`src/rtl/cart_rom_server.sv`:
```
// Cartridge ROM byte server: answers core byte reads from a word buffer or an SDRAM word fetch.
// Latency: hit/out-of-range 1 cycle, miss 2 + memory ack delay; optional next-word prefetch via CART_PREFETCH_EN.
// Backpressure: none toward the core; reads arriving while busy go to a one-deep pending slot (last wins, sets overrun).
module cart_rom_server #(
    parameter int         ADDR_W   = 25,
    parameter logic [7:0] OOR_DATA = 8'hFF
) (
    input  logic              clk_sys,
    input  logic              reset_n,
    input  logic              cart_read,
    input  logic [ADDR_W-1:0] cart_addr,
    input  logic [31:0]       cart_size,
    input  logic              invalidate,
    output logic [7:0]        cart_out,
    output logic              cart_valid,
    output logic              busy,
    output logic              overrun,
    output logic              mem_req,
    output logic [ADDR_W-2:0] mem_addr,
    input  logic              mem_ack,
    input  logic [15:0]       mem_rdata
);

    localparam int WW = ADDR_W - 1;
`ifdef CART_PREFETCH_EN
    localparam int NE = 2;
`else
    localparam int NE = 1;
`endif

    typedef enum logic [1:0] {
        S_IDLE     = 2'd0,
        S_FETCH    = 2'd1,
        S_PREFETCH = 2'd2
    } state_t;

    state_t            state_q, state_d;
    logic [NE-1:0]     valid_q, valid_d;
    logic [WW-1:0]     tag_q  [NE];
    logic [WW-1:0]     tag_d  [NE];
    logic [15:0]       data_q [NE];
    logic [15:0]       data_d [NE];
    logic              pend_vld_q, pend_vld_d;
    logic [ADDR_W-1:0] pend_addr_q, pend_addr_d;
    logic [WW-1:0]     mem_addr_q, mem_addr_d;
    logic              lsb_q, lsb_d;
    logic [7:0]        cart_out_q, cart_out_d;
    logic              cart_valid_q, cart_valid_d;
    logic              overrun_q, overrun_d;

    // Entry currently being filled; the single-entry build always fills entry 0.
    logic [0:0]        fill_idx;
`ifdef CART_PREFETCH_EN
    logic [0:0]        fill_idx_q, fill_idx_d;
    logic [0:0]        last_q, last_d;
    logic [0:0]        hit_idx;
    logic [WW-1:0]     nxt_word;
    assign fill_idx = fill_idx_q;
    assign nxt_word = mem_addr_q + 1'b1;
`else
    assign fill_idx = 1'b0;
`endif

    logic [ADDR_W-1:0] req_addr;
    logic [WW-1:0]     req_word;
    logic              req_oor;
    logic              hit;
    logic [7:0]        hit_byte;

    // Classify the request seen in IDLE: the pending slot takes priority over a live strobe.
    always_comb begin
        req_addr = pend_vld_q ? pend_addr_q : cart_addr;
        req_word = req_addr[ADDR_W-1:1];
        req_oor  = 32'(req_addr) >= cart_size;
        hit      = 1'b0;
        hit_byte = 8'h00;
`ifdef CART_PREFETCH_EN
        hit_idx  = 1'b0;
`endif
        for (int i = 0; i < NE; i++) begin
            if (valid_q[i] && !invalidate && tag_q[i] == req_word) begin
                hit      = 1'b1;
                hit_byte = req_addr[0] ? data_q[i][15:8] : data_q[i][7:0];
`ifdef CART_PREFETCH_EN
                hit_idx  = 1'(i);
`endif
            end
        end
    end

    // Next-state logic: request handling in IDLE, fill and completion while a fetch is outstanding.
    always_comb begin
        state_d      = state_q;
        valid_d      = invalidate ? '0 : valid_q;
        tag_d        = tag_q;
        data_d       = data_q;
        pend_vld_d   = pend_vld_q;
        pend_addr_d  = pend_addr_q;
        mem_addr_d   = mem_addr_q;
        lsb_d        = lsb_q;
        cart_out_d   = cart_out_q;
        cart_valid_d = 1'b0;
        overrun_d    = overrun_q;
`ifdef CART_PREFETCH_EN
        fill_idx_d   = fill_idx_q;
        last_d       = last_q;
`endif
        case (state_q)
            S_IDLE: begin
                if (pend_vld_q || cart_read) begin
                    // Pending slot is consumed now, so a simultaneous live read simply refills it.
                    if (pend_vld_q) begin
                        pend_vld_d  = cart_read;
                        pend_addr_d = cart_addr;
                    end
                    if (req_oor) begin
                        cart_out_d   = OOR_DATA;
                        cart_valid_d = 1'b1;
                    end else if (hit) begin
                        cart_out_d   = hit_byte;
                        cart_valid_d = 1'b1;
`ifdef CART_PREFETCH_EN
                        last_d       = hit_idx;
`endif
                    end else begin
                        state_d    = S_FETCH;
                        mem_addr_d = req_word;
                        lsb_d      = req_addr[0];
`ifdef CART_PREFETCH_EN
                        fill_idx_d = ~last_q;
`endif
                    end
                end
            end
            default: begin
                // Any read while a fetch is outstanding (including the ack cycle) is parked.
                if (cart_read) begin
                    pend_vld_d  = 1'b1;
                    pend_addr_d = cart_addr;
                    overrun_d   = overrun_q | pend_vld_q;
                end
                if (mem_ack) begin
                    for (int i = 0; i < NE; i++) begin
                        if (i == int'(fill_idx)) begin
                            data_d[i]  = mem_rdata;
                            tag_d[i]   = mem_addr_q;
                            valid_d[i] = !invalidate;
                        end
                    end
                    state_d = S_IDLE;
                    if (state_q == S_FETCH) begin
                        cart_out_d   = lsb_q ? mem_rdata[15:8] : mem_rdata[7:0];
                        cart_valid_d = 1'b1;
`ifdef CART_PREFETCH_EN
                        last_d = fill_idx_q;
                        // Skip the prefetch at the top word (no wrap) and past the end of the ROM.
                        if (mem_addr_q != '1 && 32'({nxt_word, 1'b0}) < cart_size) begin
                            state_d    = S_PREFETCH;
                            mem_addr_d = nxt_word;
                            fill_idx_d = ~fill_idx_q;
                        end
`endif
                    end
                end
            end
        endcase
    end

    // State registers; reset abandons any outstanding fetch and clears the buffer.
    always_ff @(posedge clk_sys or negedge reset_n) begin
        if (!reset_n) begin
            state_q      <= S_IDLE;
            valid_q      <= '0;
            tag_q        <= '{default: '0};
            data_q       <= '{default: '0};
            pend_vld_q   <= 1'b0;
            pend_addr_q  <= '0;
            mem_addr_q   <= '0;
            lsb_q        <= 1'b0;
            cart_out_q   <= 8'h00;
            cart_valid_q <= 1'b0;
            overrun_q    <= 1'b0;
`ifdef CART_PREFETCH_EN
            fill_idx_q   <= 1'b0;
            last_q       <= 1'b0;
`endif
        end else begin
            state_q      <= state_d;
            valid_q      <= valid_d;
            tag_q        <= tag_d;
            data_q       <= data_d;
            pend_vld_q   <= pend_vld_d;
            pend_addr_q  <= pend_addr_d;
            mem_addr_q   <= mem_addr_d;
            lsb_q        <= lsb_d;
            cart_out_q   <= cart_out_d;
            cart_valid_q <= cart_valid_d;
            overrun_q    <= overrun_d;
`ifdef CART_PREFETCH_EN
            fill_idx_q   <= fill_idx_d;
            last_q       <= last_d;
`endif
        end
    end

    assign cart_out   = cart_out_q;
    assign cart_valid = cart_valid_q;
    assign busy       = (state_q == S_FETCH);
    assign overrun    = overrun_q;
    assign mem_req    = (state_q != S_IDLE);
    assign mem_addr   = mem_addr_q;

endmodule

```
`config.mk`:
```
export PLATFORM = sky130hd
export DESIGN_NAME = cart_rom_server
export DESIGN_NICKNAME = d
export VERILOG_FILES = /design/src/rtl/cart_rom_server.sv
export SDC_FILE = /design/constraint.sdc
export NUM_CORES = 1
export LEC_CHECK = 0
export CELL_PAD_IN_SITES_DETAIL_PLACEMENT = 1
export CELL_PAD_IN_SITES_GLOBAL_PLACEMENT = 1
export CORE_ASPECT_RATIO = 1.4
export CORE_MARGIN = 1
export CORE_UTILIZATION = 39
export CTS_BUF_LIST = sky130_fd_sc_hd__clkbuf_8
export CTS_CLUSTER_DIAMETER = 50
export DETAILED_ROUTE_END_ITERATION = 6
export GPL_ROUTABILITY_DRIVEN = 0
export PLACE_DENSITY = 0.8
export SYNTH_ARGS = -nofsm -noshare
export SYNTH_HDL_FRONTEND = slang
export SYNTH_SLANG_ARGS = --single-unit
export TNS_END_PERCENT = 5
```
`constraint.sdc`:
```
create_clock -name clk_sys -period 3.41 [get_ports clk_sys]
set_clock_uncertainty 0.15 [all_clocks]
set_input_delay 0.5115 -clock clk_sys [delete_from_list [all_inputs] [get_ports clk_sys]]
set_output_delay 0.5115 -clock clk_sys [all_outputs]
set_load 0.02 [all_outputs]
```
==> results of run 1 <==
[logic make-up (layout without fill, tap and decap cells)]
kind of cell / Yosys count / in the layout / share of synthesized area (%)
XOR/XNOR: 24 / 24 / 3.86
AO/OA/AOI/OAI: 35 / 35 / 4.50
adder cells (fa/ha/maj): 26 / 26 / 5.93
buffers and inverters: 44 / 194 / 3.68
multiplexers: 140 / 140 / 30.2
flip-flops: 103 / 103 / 47.3
AND/OR/NAND/NOR: 41 / 41 / 4.46
[power breakdown]
| part | switching, W | internal (W) | total (W) |
|---|---|---|---|
| clock network | 0.000431 | 0.000408 | 0.000839 |
| logic | 0.00162 | 0.00214 | 0.00375 |
| registers | 0.000484 | 0.00184 | 0.00232 |
[layout by cell type (no fill, tap or decap), types with 2 or more instances in the layout]
cell	count
clkdlybuf4s50_1	112
mux2_2	104
dfrtp_1	103
inv_1	30
buf_4	30
ha_1	25
xor2_1	24
mux2_4	23
a21oi_1	10
mux2i_1	9
clkbuf_8	9
nor2b_1	8
a211o_1	8
buf_12	7
nor4_1	6
nor2_1	5
nand4_1	4
a21o_1	4
nand2_1	4
o21ai_0	4
nand3_1	3
mux2i_4	2
nor3_1	2
a21oi_2	2
and4_1	2
nand2_2	2
mux2_1	2
clkinv_2	2
bufinv_16	2
clkinvlp_4	2
[state kept, by name, indices dropped and copies added, names as in the netlist]
name / count
tag_q: 24
mem_addr: 24
pend_vld_q: 1
cart_out: 8
data_q: 16
valid_q: 1
overrun: 1
pend_addr_q: 25
state_q: 1
cart_valid: 1
lsb_q: 1
[cell type report]
class | instances | area [um2] | share of cell area (%)
Clock buffer | 9 | 124 | 1.69
Timing Repair Buffer | 149 | 1490 | 20.3
Tap cell | 182 | 228 | 3.10
Inverter | 29 | 109 | 1.48
Multi-Input combinational cell | 266 | 2730 | 37.1
Clock inverter | 7 | 88.8 | 1.21
Sequential cell | 103 | 2580 | 35.1
[final timing paths]
check	from	end	cells past startpoint	slack (ps)
worst min-delay path	reset_n	data_q[7]	1	10
worst min register to register	overrun	overrun	1	350
min in group clk_sys	overrun	overrun	1	350
worst max register to register	pend_vld_q	cart_out[0]	13	70
max in group asynchronous	reset_n	tag_q[15]	2	2370
worst max-delay path	pend_vld_q	cart_out[0]	13	70
[per-layer routing]
metal	global-route usage, %	share of wire (%)	wire length [um]	up-vias
met4	7.82	2.3	329	0
li1	-	-	-	1756
met3	4.48	4.1	594	16
met5	0	0	0	-
met2	40.3	56	8060	81
met1	23.3	38	5510	1950
[critical path, stage by stage, from the launching register on]
cell and delay (ps):
dfrtp_1 420, buf_4 150, buf_12 150, buf_4 160, mux2_4 300, ha_1 300
nand4_1 130, nor4_2 390, buf_4 180, o31ai_2 70, buf_4 150, a21oi_2 400
a211o_1 170, mux2_2 150
[cells in the mapped netlist (2+ instances only)]
cell type,n,area [um2]
nor2b_1,8,50.1
nand2_1,6,22.5
a211o_1,8,70.1
o31ai_1,2,15.0
xor2_1,24,210
a21oi_1,12,60.1
ha_1,25,313
mux2_4,22,330
a2111oi_0,2,17.5
nor3_1,2,10.0
dfrtp_1,103,2580
clkbuf_1,5,18.8
inv_1,29,109
mux2_1,2,22.5
mux2i_1,11,110
o21ai_0,4,20.0
buf_6,4,45.0
buf_1,4,15.0
nand4_1,4,25.0
nor4_1,7,43.8
a21o_1,4,30.0
and4_1,2,17.5
nand3_1,3,15.0
nor2_1,5,18.8
mux2_2,105,1180
[metrics by stage]
step / instances / total power [W] / hold WS, ps
after global placement: 727 / 0.00586 / 304
after detailed placement: 727 / 0.00609 / 322
after global routing: 745 / 0.00733 / 56.2
final: 745 / 0.00691 / 11.5
after CTS: 745 / 0.00699 / 31.5
after floorplan: 413 / 0.00455 / 65.9
[timing repair]
item / 4_1_cts / 5_1_grt
resized for setup: 7 / 2
setup buffers: 2 / 0
pin swaps: 4 / 2
setup endpoints to repair: 33 / 33
==> results.tsv, run 1 <==
stage	metric	value	unit
outcome	status	completed	
timing	Tcrit/Tclk final	97.9	%
timing	worst setup margin	70.8	ps
worst_setup_path	Worst setup EP type	flip-flop	
place	IO buf count	113	
route	DRC	0	
cells_and_area	n_diodes	0	
place	DP Worst Slack	-286	ps
timing	final setup vio count	0	
floorplan	# IOs	114	
worst_setup_path	Critical Path RT	3580	ps
route	DR vias/cell	5.10	
yosys	Synth Instances	413	
hold_path	worst min-delay path category	input pin to asynchronous set/reset pin	
cells_and_area	share of layout cells above drive strength 1	34.3	%
timing	relative slew slack	40.6	%
global_route	vias in the first global route	4457	
global_route	total global-route track usage	21.5	%
clock_tree	total CTS buffers	9	
floorplan	Core Box Area	0.0135	mm2
worst_setup_path	Worst Path Arrival	3510	ps
run	max_cap viols	0	
global_route	final global-route overflow total	0	
yosys	predominant post-synthesis flop cell	dfrtp_1	
cells_and_area	Final Core Density	54.3	%
yosys	synthesized area	0.00544	mm2
timing	final hold viol count	0	
pwr	Leakage	3.30	nW
route	DR iter-0 viols	72	
yosys	synthesized net count	516	
place	placed inst area	0.00708	mm2
timing	RSZ-0062 raised after global routing	true	
pwr	PwrDens	942	mW/mm2
yosys	warnings from Yosys	0	
global_route	pin count of the biggest net entering global routing	54	
floorplan	full die area	0.0144	mm2
floorplan	row count	50	
timing	slew at the pin with the worst max-slew slack	891	ps
floorplan	DIE HEIGHT	142	um
route	vias	3803	
yosys	register area share after synthesis	47.3	%
clock_tree	# clock sinks	103	
global_route	global-route wire length before repair	23.2	mm
place	Detailed Place HPWL	11.1	mm
timing	min cycle time layout	3340	ps
yosys	asr flop ratio synth	100	%
yosys	EDFF count, synth	0	
floorplan	die width	102	um
clock_tree	# H-tree levels	3	
cells_and_area	Final nets	661	
global_route	initial antenna violation count	0	
clock_tree	Root Driver	clkbuf_8	
clock_tree	Clock Pin Slew Worst Setup and Hold Paths	90	ps
yosys	post-synth cell types	35	
cells_and_area	Finished Cell Area	0.00734	mm2
route	ANT nets after route	0	
route	Total Wirelength	14.5	mm
clock_tree	CTS tree	done	
clock_tree	Clk Latency, worst-skew pair	370	ps
worst_setup_path	Crit Path Class	flip-flop to flip-flop	
floorplan	Initial Util	40.3	%
clock_tree	CTS Buffer Depth	2	
yosys	FF+latch count, synth	103	
route	WL per Instance	19.5	um
timing	setup TNS	0	ps
worst_setup_path	critical path startpoint category	flip-flop	
route	Pre-antenna DRT Iters	4	
cells_and_area	Syn-to-layout area delta	34.8	%
pwr	Peak supply drop	0.000405	V
cells_and_area	Fillers	1418	
timing	fmax	0.299	GHz
yosys	Avg Cell Area, Syn	13.2	um2
worst_setup_path	worst-path fanout max	14	
timing	Final Max Tran Viols	0	
clock_tree	Hold Buf Count CTS	0	
(Power assumes the default switching activity.)
==> run 2, diff against run 1 <==
CTS_CLUSTER_SIZE = 10   (was unset)
GPL_TIMING_DRIVEN = 0   (was unset)
==> run 2 against run 1 <==
Effect of this change:
- register-to-register slack got worse by 30 ps
- critical path depth grew 1
- routed wire length increased by 4.4%
- final cell count down 0.94%
- clock-buffer cell count rose by 2
- cell area increased by 0.19%
- setup slack worse by 34 ps
- power increased by 0.34%
- fmax is 1.0% lower
- core utilization is 0.10 points higher
- combinational power grew 3%
==> results.tsv, run 2 (synthesized netlist as in run 1, its figures left out) <==
stage	metric	value	unit
floorplan	Initial Util	40.3	%
route	DR iter-0 viols	94	
clock_tree	total CTS buffers	9	
cells_and_area	max reg flops	25	
route	WL per Instance	20.5	um
timing	slew at the pin with the worst max-slew slack	942	ps
pwr	Peak supply drop	0.000462	V
cells_and_area	area occupied by registers	0.00258	mm2
global_route	global-route wire length before repair	23.6	mm
timing	final setup vio count	0	
floorplan	# IOs	114	
cells_and_area	Final nets	654	
floorplan	die width	102	um
worst_setup_path	Critical Path RT	3520	ps
worst_setup_path	worst reg2reg endpoint	mem_addr[23]	
run	max_cap viols	0	
global_route	vias in the first global route	4344	
worst_setup_path	Worst setup EP type	flip-flop	
global_route	initial antenna violation count	0	
timing	Final Max Tran Viols	0	
cells_and_area	n_diodes	0	
clock_tree	CTS Buffer Depth	2	
worst_setup_path	FF-to-FF path depth	14	
cells_and_area	Fillers	1414	
route	DR vias/cell	5.18	
cells_and_area	fin cells	738	
clock_tree	Clock Pin Slew Worst Setup and Hold Paths	100	ps
route	vias	3823	
cells_and_area	most frequent cells in the layout	clkdlybuf4s50_1 (112), dfrtp_1 (102), mux2_2 (100)	
floorplan	full die area	0.0144	mm2
cells_and_area	Top reg by flops	pend_addr_q	
timing	RSZ-0062 raised after global routing	true	
timing	fmax	0.296	GHz
place	Placed Cells incl. Taps	709	
hold_path	worst min-delay path category	input pin to asynchronous set/reset pin	
worst_setup_path	Crit Path Class	flip-flop to flip-flop	
cells_and_area	Finished Cell Area	0.00735	mm2
worst_setup_path	r2r startpoint	pend_vld_q	
place	DP Worst Slack	-894	ps
global_route	pin count of the biggest net entering global routing	61	
place	placed inst area	0.00684	mm2
clock_tree	Root Driver	clkbuf_8	
worst_setup_path	critical path startpoint category	flip-flop	
clock_tree	# clock sinks	103	
timing	min cycle time layout	3370	ps
timing	worst setup margin	36.7	ps
worst_setup_path	Worst Path Arrival	3480	ps
worst_setup_path	worst-path fanout max	10	
place	Detailed Place HPWL	10.9	mm
route	Total Wirelength	15.1	mm
worst_setup_path	reg-to-reg slack, setup	40	ps
global_route	total global-route track usage	22.2	%
pwr	Leakage	3.26	nW
route	DRC	0	
timing	setup TNS	0	ps
cells_and_area	footprint of the multi-input gates	0.00283	mm2
floorplan	DIE HEIGHT	142	um
outcome	status	completed	
floorplan	Core Box Area	0.0135	mm2
place	IO buf count	113	
clock_tree	Clk Latency, worst-skew pair	380	ps
cells_and_area	share of layout cells above drive strength 1	32.6	%
timing	Tcrit/Tclk final	98.9	%
pwr	PwrDens	943	mW/mm2
route	ANT nets after route	0	
cells_and_area	commonest non-fill, non-tap cell in the layout	clkdlybuf4s50_1	
timing	relative slew slack	35.4	%
floorplan	row count	50	
clock_tree	CTS tree	done	
timing	final hold viol count	0	
global_route	final global-route overflow total	0	
clock_tree	# H-tree levels	3	
route	Pre-antenna DRT Iters	4	
cells_and_area	Syn-to-layout area delta	35.1	%
timing	hold_ws	56.6	ps
[run 2: layout make-up]
cell class,count,area share [%]
clock inverter,5,0.766
tap,182,3.10
sequential,103,35.1
inverter,29,1.48
buffer,15,1.79
clock buffer,11,2.06
multi-input combinational,266,38.4
timing repair buffer,127,17.3
[run 2: what timing repair did]
item | in CTS | in global routing
buffers inserted | 12 | 1
setup endpoints to repair | 35 | 33
hold buffers | 0 | 0
pin swaps | 7 | 7
gates resized for setup | 31 | 7
[run 2: through the flow]
step	utilization [%]	power (W)
floorplan	-	0.00455
global placement	50.4	0.00559
detailed placement	50.6	0.00578
CTS	54.1	0.00691
global route	54.4	0.00733
finish	54.4	0.00694
[run 2: how the worst max path moves through the flow]
stage,start,endpoint,slack (ps),depth (start not counted)
floorplan,pend_vld_q,mem_addr[10],-4,12
global placement,reset_n,pend_addr_q[11],-2230,1
detailed placement,cart_addr[0],mem_addr[13],-890,11
CTS,pend_vld_q,mem_addr[0],2,13
global route,pend_vld_q,mem_addr[23],-40,13
finish,pend_vld_q,mem_addr[23],40,14
[run 2: worst max-delay path, stage by stage, from the launching register on]
cell and delay (ps):
dfrtp_2 430, buf_8 160, buf_6 150, buf_4 120, mux2_2 360, ha_1 220
a21o_1 210, nand3_1 80, a21oi_1 90, o31ai_4 330, o211ai_4 160, nor3_4 160
buf_4 160, buf_12 150, mux2_4 310
[run 2: routing by layer]
metal	GRT usage, %	part of all wire (%)	up-vias	routed length, um
met4	6.54	1.8	0	271
met2	41.6	56	89	8410
met3	4.33	3.9	19	595
met1	24.9	39	1971	5870
met5	0	0	-	0
li1	-	-	1744	-
[run 2: power breakdown]
group          internal, W  total, W  switching (W)
registers          0.00184   0.00225       0.000408
logic              0.00210   0.00388        0.00177
clock network     0.000379  0.000814       0.000435
total              0.00432   0.00694        0.00262
